==> src/rtl/reset_sequencer_if.sv <==
// Handshake bundle between the reset sequencer and the reset domains it releases.
// The sequencer uses the slave modport; the environment drives acks and restarts through master.
interface reset_sequencer_if #(
   parameter int NUM_STAGES = 4
);
   logic [NUM_STAGES-1:0] stage_ack_i;
   logic                  sw_rst_req_i;
   logic [NUM_STAGES-1:0] rst_o;
   logic                  all_done_o;
   logic                  timeout_o;

   modport master (
      output stage_ack_i,
      output sw_rst_req_i,
      input  rst_o,
      input  all_done_o,
      input  timeout_o
   );

   modport slave (
      input  stage_ack_i,
      input  sw_rst_req_i,
      output rst_o,
      output all_done_o,
      output timeout_o
   );
endinterface

==> src/rtl/reset_sequencer.sv <==
// Releases NUM_STAGES reset domains in order after a hold period, waiting for each stage's ack
// (bounded by an optional timeout) plus a fixed gap before releasing the next one.
module reset_sequencer #(
   parameter int NUM_STAGES  = 4,
   parameter int MIN_HOLD    = 16,
   parameter int STAGE_DLY   = 8,
   parameter int ACK_TIMEOUT = 64
) (
   input  logic                    clk,
   input  logic                    async_rst_i,
   reset_sequencer_if.slave        bus
);
   localparam int MAX_A = (MIN_HOLD > STAGE_DLY) ? MIN_HOLD : STAGE_DLY;
   localparam int MAXV  = (MAX_A > ACK_TIMEOUT) ? MAX_A : ACK_TIMEOUT;
   localparam int CW    = $clog2(MAXV + 1);
   localparam int IW    = (NUM_STAGES > 1) ? $clog2(NUM_STAGES) : 1;

   localparam logic [CW-1:0] HOLD_LAST = CW'(MIN_HOLD - 1);
   localparam logic [CW-1:0] DLY_LAST  = CW'(STAGE_DLY - 1);
   localparam logic [CW-1:0] TO_LAST   = (ACK_TIMEOUT == 0) ? '0 : CW'(ACK_TIMEOUT - 1);
   localparam logic [IW-1:0] IDX_LAST  = IW'(NUM_STAGES - 1);

   typedef enum logic [1:0] {
      S_HOLD,
      S_WAIT_ACK,
      S_DLY,
      S_DONE
   } state_t;

   state_t                 state_q, state_d;
   logic [CW-1:0]          cnt_q, cnt_d;
   logic [IW-1:0]          idx_q, idx_d;
   logic [NUM_STAGES-1:0]  rst_q, rst_d;
   logic                   done_q, done_d;
   logic                   timeout_q, timeout_d;

   logic [CW-1:0]          cnt_inc;
   logic                   ack_sel;
   logic                   timeout_hit;

   always_ff @(posedge clk or posedge async_rst_i) begin
      if (async_rst_i) begin
         state_q   <= S_HOLD;
         cnt_q     <= '0;
         idx_q     <= '0;
         rst_q     <= '1;
         done_q    <= 1'b0;
         timeout_q <= 1'b0;
      end else begin
         state_q   <= state_d;
         cnt_q     <= cnt_d;
         idx_q     <= idx_d;
         rst_q     <= rst_d;
         done_q    <= done_d;
         timeout_q <= timeout_d;
      end
   end

   // Counter saturates rather than wrapping; it is cleared on every state change.
   assign cnt_inc     = (cnt_q == '1) ? cnt_q : cnt_q + 1'b1;
   assign ack_sel     = bus.stage_ack_i[idx_q];
   assign timeout_hit = (ACK_TIMEOUT != 0) && (cnt_q == TO_LAST);

   always_comb begin
      state_d   = state_q;
      cnt_d     = cnt_q;
      idx_d     = idx_q;
      rst_d     = rst_q;
      done_d    = done_q;
      timeout_d = timeout_q;

      if (bus.sw_rst_req_i) begin
         // Software restart keeps the sticky timeout flag.
         state_d = S_HOLD;
         cnt_d   = '0;
         idx_d   = '0;
         rst_d   = '1;
         done_d  = 1'b0;
      end else begin
         case (state_q)
            S_HOLD: begin
               if (cnt_q == HOLD_LAST) begin
                  rst_d[0] = 1'b0;
                  state_d  = S_WAIT_ACK;
                  cnt_d    = '0;
               end else begin
                  cnt_d = cnt_inc;
               end
            end
            S_WAIT_ACK: begin
               if (ack_sel || timeout_hit) begin
                  if (!ack_sel) begin
                     timeout_d = 1'b1;
                  end
                  cnt_d = '0;
                  if (idx_q == IDX_LAST) begin
                     state_d = S_DONE;
                     done_d  = 1'b1;
                  end else begin
                     state_d = S_DLY;
                  end
               end else begin
                  cnt_d = cnt_inc;
               end
            end
            S_DLY: begin
               if (cnt_q == DLY_LAST) begin
                  idx_d        = idx_q + 1'b1;
                  rst_d[idx_d] = 1'b0;
                  state_d      = S_WAIT_ACK;
                  cnt_d        = '0;
               end else begin
                  cnt_d = cnt_inc;
               end
            end
            S_DONE: begin
               rst_d  = '0;
               done_d = 1'b1;
            end
            default: begin
               state_d = S_HOLD;
               cnt_d   = '0;
            end
         endcase
      end
   end

   assign bus.rst_o      = rst_q;
   assign bus.all_done_o = done_q;
   assign bus.timeout_o  = timeout_q;
endmodule

==> src/flat_wrapper.sv <==
// flat-port wrapper written by rule: the top's interface ports become plain ports
module reset_sequencer_flat 
#(
   parameter int NUM_STAGES  = 4,
   parameter int MIN_HOLD    = 16,
   parameter int STAGE_DLY   = 8,
   parameter int ACK_TIMEOUT = 64
)
  (clk, async_rst_i, bus_stage_ack_i, bus_sw_rst_req_i, bus_rst_o, bus_all_done_o, bus_timeout_o);
  reset_sequencer_if #(.NUM_STAGES(NUM_STAGES)) bus_i ();
  input  logic clk;
  input  logic async_rst_i;
  input wire logic [$bits(bus_i.stage_ack_i)-1:0] bus_stage_ack_i;
  input wire logic [$bits(bus_i.sw_rst_req_i)-1:0] bus_sw_rst_req_i;
  output wire logic [$bits(bus_i.rst_o)-1:0] bus_rst_o;
  output wire logic [$bits(bus_i.all_done_o)-1:0] bus_all_done_o;
  output wire logic [$bits(bus_i.timeout_o)-1:0] bus_timeout_o;
  assign bus_i.stage_ack_i = bus_stage_ack_i;
  assign bus_i.sw_rst_req_i = bus_sw_rst_req_i;
  assign bus_rst_o = bus_i.rst_o;
  assign bus_all_done_o = bus_i.all_done_o;
  assign bus_timeout_o = bus_i.timeout_o;
  reset_sequencer #(.NUM_STAGES(NUM_STAGES), .MIN_HOLD(MIN_HOLD), .STAGE_DLY(STAGE_DLY), .ACK_TIMEOUT(ACK_TIMEOUT)) u_core (.clk(clk), .async_rst_i(async_rst_i), .bus(bus_i));
endmodule
==> config.mk <==
export PLATFORM = sky130hd
export DESIGN_NAME = reset_sequencer_flat
export DESIGN_NICKNAME = d
export VERILOG_FILES = /design/src/rtl/reset_sequencer_if.sv /design/src/rtl/reset_sequencer.sv /design/src/flat_wrapper.sv
export SDC_FILE = /design/constraint.sdc
export NUM_CORES = 1
export LEC_CHECK = 0
export CAP_MARGIN = 0
export CORE_MARGIN = 8
export CORE_UTILIZATION = 38
export DETAILED_ROUTE_END_ITERATION = 8
export GPL_TIMING_DRIVEN = 0
export SYNTH_ARGS = -nofsm -noshare
export SYNTH_HDL_FRONTEND = slang
export SYNTH_SLANG_ARGS = --single-unit
==> constraint.sdc <==
create_clock -name clk -period 3.1 [get_ports clk]
set_input_delay 0.93 -clock clk [delete_from_list [all_inputs] [get_ports clk]]
set_output_delay 0.93 -clock clk [all_outputs]
set_load 0.05 [all_outputs]
======== Word level (Yosys, flattened, before mapping) ========
Cells that the tools add are included.
operators by class
  add/sub/neg operators ................... 2
  magnitude comparators ................... 3
  equality and inequality tests ........... 12
  muxes and demuxes ....................... 28
  bitwise operators ....................... 4
  reductions and logical operators ........ 15
operators with widths
  operator                                                     number
  2-to-1 mux 7 bit                                             5
  case mux 7 bit (3 select lines)                              1
  2-to-1 mux 2 bit                                             7
  inequality test 3 x 2 -> 1 bit (second input constant)       4
  2-to-1 mux 4 bit                                             2
  AND reduction 4 bit                                          2
  nonzero test 4 bit                                           2
  adder 7 x 1 -> 7 bit (second input constant)                 1
  == test 7 x 3 -> 1 bit (second input constant)               1
  == test 7 x 4 -> 1 bit (second input constant)               1
  == test 7 x 6 -> 1 bit (second input constant)               1
  == test 7 bit (second input constant)                        1
  2-to-1 mux 1 bit                                             7
  == test 2 bit (second input constant)                        3
  less-than comparator 2 x 3 -> 1 bit (second input constant)  2
  case mux 2 bit (3 select lines)                              1
  case mux 3 bit (2 select lines)                              1
  AND reduction 3 bit                                          2
  nonzero test 3 bit                                           2
  bitwise AND 4 bit                                            1
  inverter 4 bit                                               1
  AND reduction 2 bit                                          2
  nonzero test 2 bit                                           2
  case mux 1 bit (3 select lines)                              1
  other kinds (10)                                             11
storage, ports and cells
  register bits ........................... 17
  input port bits ......................... 7
  output and inout port bits .............. 6
  logic and storage cells ................. 71

======== Logic depth before layout (Yosys ltp) ========
Gate-level depths: netlist (run 1).
  word-level depth ........................ 10
  mapped depth ............................ 8
  mapped depth without buffers ............ 7

======== Worst setup path after synthesis (run 1) ========
Ideal clock, no wire load.
  path type ............................... input port to flip-flop
  start ................................... in bus_sw_rst_req_i
  end ..................................... reg u_core.cnt_q[5]
  library setup time ...................... 0.121 ns
  arrival ................................. 1.862 ns
  data required time ...................... 2.979 ns
  setup slack ............................. 1.117 ns
  stages on the path ...................... 6
  buffers on the path ..................... 2
  path through ............................ clkbuf_1 inv_1 o2bb2ai_4 buf_6 a31oi_1 o21ai_1
between the ends
  longest elaborated chain between the ends .. 1
  elaborated cells on any way between the ends .. 2
  those cells by class .................... mux: 1; reduce/logical: 1
RTL lines
  what                                                                            RTL line               RTL
  from (decl)                                                                     flat_wrapper.sv:14     input wire logic [$bits(bus_i.sw_rst_req_i)-1:0] bus_sw_rst_req_i;
  nonzero test 4 bit (no source line) / 2-to-1 mux 7 bit (equally long branches)  -
  to (signal assigned)                                                            reset_sequencer.sv:51  cnt_q <= cnt_d;
  to (decl)                                                                       reset_sequencer.sv:31  logic [CW-1:0] cnt_q, cnt_d;
Several ways; a longest one is shown, not always the timed one.
A chain may end at the register's enable or synchronous reset.

======== Final worst setup path (run 1) ========
  start ................................... reg u_core.rst_q[0] (netlist: u_core.bus.rst_o[0])
  end ..................................... out bus_rst_o[0]
RTL lines
  what                    RTL line               RTL
  from (decl)             reset_sequencer.sv:33  logic [NUM_STAGES-1:0] rst_q, rst_d;
  from (signal assigned)  reset_sequencer.sv:53  rst_q <= rst_d;
  to (decl)               flat_wrapper.sv:15     output wire logic [$bits(bus_i.rst_o)-1:0] bus_rst_o;
No word-level cell between the ends.

==> qor.csv, run 1 <==
stage,metric,value,unit
setup_path,WS Path Type,flop to output port,
routing,final WL,2550,um
setup_path,"Critical Path, Cell by Cell",clkdlybuf4s50_1,
clock_network,CTS Hold Buffers Added,0,
floorplan,die area,0.00519,mm2
power_and_ir_drop,combinational share of power,0.090,
synth,main area contributors after synthesis,"dfrtp_1, ha_1, dfstp_2, buf_6, inv_1",
setup_path,CP Launch Type,flop,
setup_path,Worst EP arrival,1.64,ns
routing,Vias,957,
sta,Fin Hold WS,0.468,ns
sta,Worst Max-Slew Pin Slew,0.677,ns
synth,Yosys top cell by area,dfrtp_1,
synth,#FFs+latches synth,17,
sta,Final Hold Viols,0,
routing,WL/cell,13.8,um
routing,DR DRC count,0,
power_and_ir_drop,Sw Pwr,0.0952,mW
power_and_ir_drop,power per cell area,278,mW/mm2
sta,Final setup viols,0,
placement,IO Port Bufs,11,
floorplan,# rows,20,
grt,initial antenna violation count,0,
setup_path,CP peak stage delay,0.79,ns
power_and_ir_drop,VDD IR max,142,uV
floorplan,Core ar.,0.00303,mm2
setup_path,slowest library cell on the worst path,clkdlybuf4s50_1,
synth,Synth top area share,0.273,
clock_network,Num CTS Buffers,3,
power_and_ir_drop,leakage dissipation,0.584,nW
clock_network,"Reg clk slew, reported paths",0.11,ns
sta,period utilization,0.829,
layout,Area Growth Syn to Fin,16.2,%
routing,iteration-0 DRC count of the detailed router,62,
grt,grt ovf,0,
setup_path,critical path's top delay family,buffers and inverters,
synth,Post-synth EDFFs,0,
sta,final worst path period need,2.57,ns
routing,Antenna Violating Nets Remaining,0,
floorplan,Starting Density,0.394,
synth,Syn Area/Cell,9.46,um2
clock_network,Clock Path Buffers,2,
floorplan,io pins,13,
setup_path,CP Capture Type,output port,
setup_path,CP max FO,2,
sta,TNS Setup,0,ns
synth,synth warn,0,
grt,first-pass GRT wire length,4630,um
sta,max-slew violation count,0,
layout,Final nets,159,
sta,RSZ-0062 raised after global routing,false,
layout,Multi-input gate area,672,um2
setup_path,r2r setup slk,1.12,ns
clock_network,number of H-tree levels,1,
synth,"Net Count, Synth",143,
floorplan,Die H,72.0,um
placement,Placer Congestion,0.833,
synth,Async SR Flop Fraction,1.00,
grt,vias in the first global route,1039,
grt,gr usage total,0.110,
run_status,status,"complete, no violations",
clock_network,CTS tree,built,
sta,Slew headroom,0.548,
layout,share of layout cells above drive strength 1,0.135,
layout,antenna cells,0,
clock_network,postcts setup bufs,0,
synth,Mapped Area,0.00119,mm2
clock_network,CTS sink cnt,17,
routing,vias per cell,5.17,
clock_network,CTS root buf,clkbuf_4,
hold_path,Worst Hold Class,flop to flop,
sta,worst clock skew,0.00645,ns
power_and_ir_drop,Int Pwr,0.289,mW
routing,drt first pass iters,4,
synth,synth cell count leaders,"dfrtp_1, inv_1, ha_1",
layout,Finished Core Util,0.457,
clock_network,later-pin clock latency in the skew report,0.30,ns
flow_run,number of max-cap violations,0,
clock_network,post-CTS sizing,0,
power_and_ir_drop,clock share of power,0.319,
synth,Post-synth top flop,dfrtp_1,
power_and_ir_drop,Seq pwr share,0.591,
setup_path,Critical Path RT,2.17,ns
layout,FF/Latch Area,430,um2
placement,Detail Placement HPWL,1960,um
synth,"count leader, synth",dfrtp_1,
setup_path,Worst Path Buf+Inv,1,
grt,largest net degree at the start of global routing,18,
synth,"Seq/Total Area, Yosys",0.361,
layout,Filler Cell Count,319,
power_and_ir_drop,switching part of the total,0.247,
floorplan,Die X,72.0,um
synth,count of cell types in the netlist,36,
synth,Syn Inst Count,126,
sta,Max Fclk,389,MHz
[metal layers]
| layer | global-route usage | share of wire | vias to the layer above | routed length [um] |
|---|---|---|---|---|
| met3 | 0.0193 | 0.018 | 4 | 47 |
| met5 | 0 | 0 | - | 0 |
| met1 | 0.126 | 0.46 | 461 | 1190 |
| li1 | - | - | 483 | - |
| met2 | 0.190 | 0.50 | 9 | 1280 |
| met4 | 0.0567 | 0.014 | 0 | 36 |
[flip-flops by register name (all words and copies together) (netlist names)]
name                   count
u_core.bus.all_done_o      1
u_core.idx_q               2
u_core.state_q             2
u_core.bus.timeout_o       1
u_core.cnt_q               7
u_core.bus.rst_o           4
[per-stage QoR]
| stage | cell area, um2 | std cells | setup slack, ns | total power [mW] |
|---|---|---|---|---|
| 3_5_place_dp | 1360 | 181 | 0.628 | 0.267 |
| 5_1_grt | 1390 | 185 | 0.480 | 0.404 |
| 6_report | 1390 | 185 | 0.531 | 0.385 |
| 3_3_place_gp | 1360 | 181 | 0.637 | 0.265 |
| 4_1_cts | 1390 | 185 | 0.500 | 0.396 |
| 2_1_floorplan | 1190 | 126 | 1.12 | 0.254 |
[worst paths after layout]
| path | from | to | cells past startpoint |
|---|---|---|---|
| min reg2reg | u_core.bus.timeout_o | u_core.bus.timeout_o | 1 |
| max reg2reg | u_core.state_q[0] | u_core.cnt_q[1] | 7 |
| min | u_core.bus.timeout_o | u_core.bus.timeout_o | 1 |
| min in group asynchronous | async_rst_i | u_core.cnt_q[1] | 2 |
| max in group asynchronous | async_rst_i | u_core.bus.all_done_o | 2 |
| max | u_core.bus.rst_o[0] | bus_rst_o[0] | 1 |
[area by class of cell]
type | instances | area share
plain buffers | 5 | 0.0352
clock buffers | 3 | 0.0163
clock inverters | 1 | 0.00361
inverters | 11 | 0.0298
multi-input cells | 93 | 0.485
flip-flops and latches | 17 | 0.311
well taps | 44 | 0.0397
repair buffers | 11 | 0.0795
[placed cells by master (no fill, tap or decap), types with 2 or more instances in the layout]
master	n
a21o_1	3
inv_1	11
a31oi_1	6
and3_1	2
dfrtp_1	13
nand2_1	9
o22ai_1	2
dfstp_2	4
clkbuf_4	3
o211ai_1	2
nand4_1	2
ha_1	10
buf_6	4
o21ai_0	7
nor2_1	8
o21ai_1	2
nor3_1	3
clkdlybuf4s50_1	11
a21oi_1	7
nand3_1	8
mux2i_1	4
nand2b_1	2
nor2b_1	2
[cell families after synthesis]
| kind of cell | count (synthesis) | share of synthesized area |
|---|---|---|
| mux | 5 | 0.0430 |
| xor+xnor | 1 | 0.00735 |
| fa+ha+maj | 10 | 0.105 |
| simple gates | 39 | 0.168 |
| flops | 17 | 0.361 |
| buf+inv | 16 | 0.0755 |
| compound gates | 38 | 0.240 |
[power by group through the flow]
stage / clock, mW / combinational [mW] / sequential (mW)
final: 0.123 / 0.0345 / 0.227
after global routing: 0.137 / 0.0396 / 0.228
after floorplan: 0 / 0.0229 / 0.231
after global placement: 0 / 0.0340 / 0.231
after detailed placement: 0 / 0.0354 / 0.232
after CTS: 0.133 / 0.0355 / 0.227
Note: power is estimated with default switching activity, not from simulation.
==> inputs of run 2 (changes only) <==
==> constraint.sdc (replaced) <==
create_clock -name clk -period 2.4 [get_ports clk]
set_input_delay 0.72 -clock clk [delete_from_list [all_inputs] [get_ports clk]]
set_output_delay 0.72 -clock clk [all_outputs]
set_load 0.05 [all_outputs]
==> qor.csv, run 2 (synthesis results as in run 1) <==
stage,metric,value,unit,change
run_status,status,"complete, no violations",,
power_and_ir_drop,clock share of power,0.319,,about the same
layout,Filler Cell Count,318,,-0.31%
layout,Biggest register,u_core.cnt_q,,
power_and_ir_drop,combinational share of power,0.090,,about the same
layout,Area Growth Syn to Fin,16.6,%,
clock_network,later-pin clock latency in the skew report,0.30,ns,about the same
routing,final WL,2560,um,about the same
sta,TNS Setup,0,ns,unchanged
routing,iteration-0 DRC count of the detailed router,69,,+11%
grt,vias in the first global route,1039,,unchanged
sta,RSZ-0062 raised after global routing,false,,
grt,largest net degree at the start of global routing,18,,unchanged
clock_network,CTS tree,built,,
setup_path,slowest library cell on the worst path,clkdlybuf4s50_1,,
layout,Largest register FFs,7,,unchanged
sta,final worst path period need,2.36,ns,
setup_path,"Critical Path, Cell by Cell",clkdlybuf4s50_1,,
placement,IO Port Bufs,11,,unchanged
power_and_ir_drop,Int Pwr,0.374,mW,+29%
clock_network,number of H-tree levels,1,,unchanged
layout,antenna cells,0,,unchanged
placement,Placer Congestion,0.833,,unchanged
power_and_ir_drop,Sw Pwr,0.123,mW,+29%
sta,Final Hold Viols,0,,unchanged
setup_path,WS Path Type,flop to output port,,
sta,worst clock skew,0.00645,ns,unchanged
routing,vias per cell,5.18,,+0.10%
floorplan,die area,0.00519,mm2,unchanged
clock_network,CTS root buf,clkbuf_4,,
hold_path,Worst Hold Class,flop to flop,,
power_and_ir_drop,leakage dissipation,0.583,nW,-0.16%
floorplan,io pins,13,,unchanged
layout,most frequent cells in the layout,"dfrtp_1, inv_1, ha_1",,
routing,drt first pass iters,4,,unchanged
clock_network,"Reg clk slew, reported paths",0.11,ns,about the same
routing,DR DRC count,0,,unchanged
layout,FF/Latch Area,430,um2,unchanged
grt,gr usage total,0.110,,unchanged
sta,Max Fclk,424,MHz,
sta,period utilization,0.982,,
layout,"commonest non-fill, non-tap cell in the layout",dfrtp_1,,
setup_path,Worst EP arrival,1.64,ns,about the same
sta,Slew headroom,0.544,,-0.00378
routing,Vias,958,,+0.10%
grt,grt ovf,0,,unchanged
layout,Multi-input gate area,672,um2,unchanged
setup_path,CP Capture Type,output port,,
layout,Final nets,159,,unchanged
routing,WL/cell,13.8,um,about the same
clock_network,postcts setup bufs,0,,unchanged
power_and_ir_drop,VDD IR max,183,uV,+29%
grt,initial antenna violation count,0,,unchanged
flow_run,number of max-cap violations,0,,unchanged
power_and_ir_drop,switching part of the total,0.248,,about the same
setup_path,CP Launch Type,flop,,
clock_network,Clock Path Buffers,2,,unchanged
clock_network,post-CTS sizing,0,,unchanged
setup_path,Worst Path Buf+Inv,1,,unchanged
clock_network,CTS Hold Buffers Added,0,,unchanged
grt,first-pass GRT wire length,4630,um,unchanged
floorplan,Die X,72.0,um,unchanged
clock_network,Num CTS Buffers,3,,unchanged
floorplan,# rows,20,,unchanged
placement,Detail Placement HPWL,1960,um,unchanged
setup_path,Critical Path RT,1.68,ns,-0.49 ns
setup_path,CP max FO,2,,unchanged
power_and_ir_drop,power per cell area,357,mW/mm2,+29%
layout,share of layout cells above drive strength 1,0.135,,unchanged
routing,Antenna Violating Nets Remaining,0,,unchanged
clock_network,CTS sink cnt,17,,unchanged
sta,max-slew violation count,0,,unchanged
setup_path,critical path's top delay family,buffers and inverters,,
floorplan,Die H,72.0,um,unchanged
sta,Fin Hold WS,0.468,ns,unchanged
setup_path,CP peak stage delay,0.80,ns,about the same
floorplan,Core ar.,0.00303,mm2,unchanged
floorplan,Starting Density,0.394,,unchanged
sta,Final setup viols,0,,unchanged
sta,Worst Max-Slew Pin Slew,0.683,ns,+0.00566 ns
power_and_ir_drop,Seq pwr share,0.591,,about the same
## run 2: worst paths after layout
check | start | to | slack, ns | cells past startpoint
hold / removal | u_core.bus.timeout_o | u_core.bus.timeout_o | 0.47 | 1
min in group asynchronous | async_rst_i | u_core.cnt_q[1] | 0.81 | 2
setup reg to reg | u_core.state_q[0] | u_core.cnt_q[1] | 0.42 | 7
hold reg to reg | u_core.bus.timeout_o | u_core.bus.timeout_o | 0.47 | 1
setup / recovery | u_core.bus.rst_o[3] | bus_rst_o[3] | 0.04 | 1
max in group asynchronous | async_rst_i | u_core.bus.all_done_o | 1.15 | 2
## run 2: layout make-up
cell class                 count  area share
sequential                    17       0.310
clock inverter                 1     0.00360
inverter                      11      0.0297
clock buffer                   3      0.0162
tap                           44      0.0396
buffer                         5      0.0351
timing repair buffer          11      0.0828
multi-input combinational     93       0.483
## run 2: power by group through the flow
stage	Combinational (mW)	Clock [mW]	Sequential, mW
floorplan	0.0296	0	0.298
global placement	0.0439	0	0.299
detailed placement	0.0457	0	0.299
CTS	0.0458	0.172	0.294
global route	0.0511	0.177	0.294
finish	0.0445	0.159	0.294
## run 2: through the flow
stage | instances | power, mW | setup slack (ns) | utilization | area [um2]
floorplan | 126 | 0.328 | 0.627 | - | 1190
global placement | 181 | 0.343 | 0.147 | 0.448 | 1360
detailed placement | 181 | 0.345 | 0.138 | 0.448 | 1360
CTS | 185 | 0.511 | 0.0101 | 0.457 | 1390
global route | 185 | 0.522 | 0.00853 | 0.459 | 1390
finish | 185 | 0.497 | 0.0439 | 0.459 | 1390
## run 2: per-layer routing
metal,global-route usage,up-vias,part of all wire
met2,0.190,9,0.50
met4,0.0567,0,0.014
met3,0.0193,4,0.018
met1,0.126,462,0.46
li1,-,483,-
met5,0,-,0
==> inputs of run 3 (changes only) <==
--- a/config.mk
+++ b/config.mk
@@ -13,3 +13,4 @@
 export SYNTH_ARGS = -nofsm -noshare
 export SYNTH_HDL_FRONTEND = slang
 export SYNTH_SLANG_ARGS = --single-unit
+export TNS_END_PERCENT = 100
==> results of run 3 <==
Final layout, timing and power as in run 2 (identical DEF).
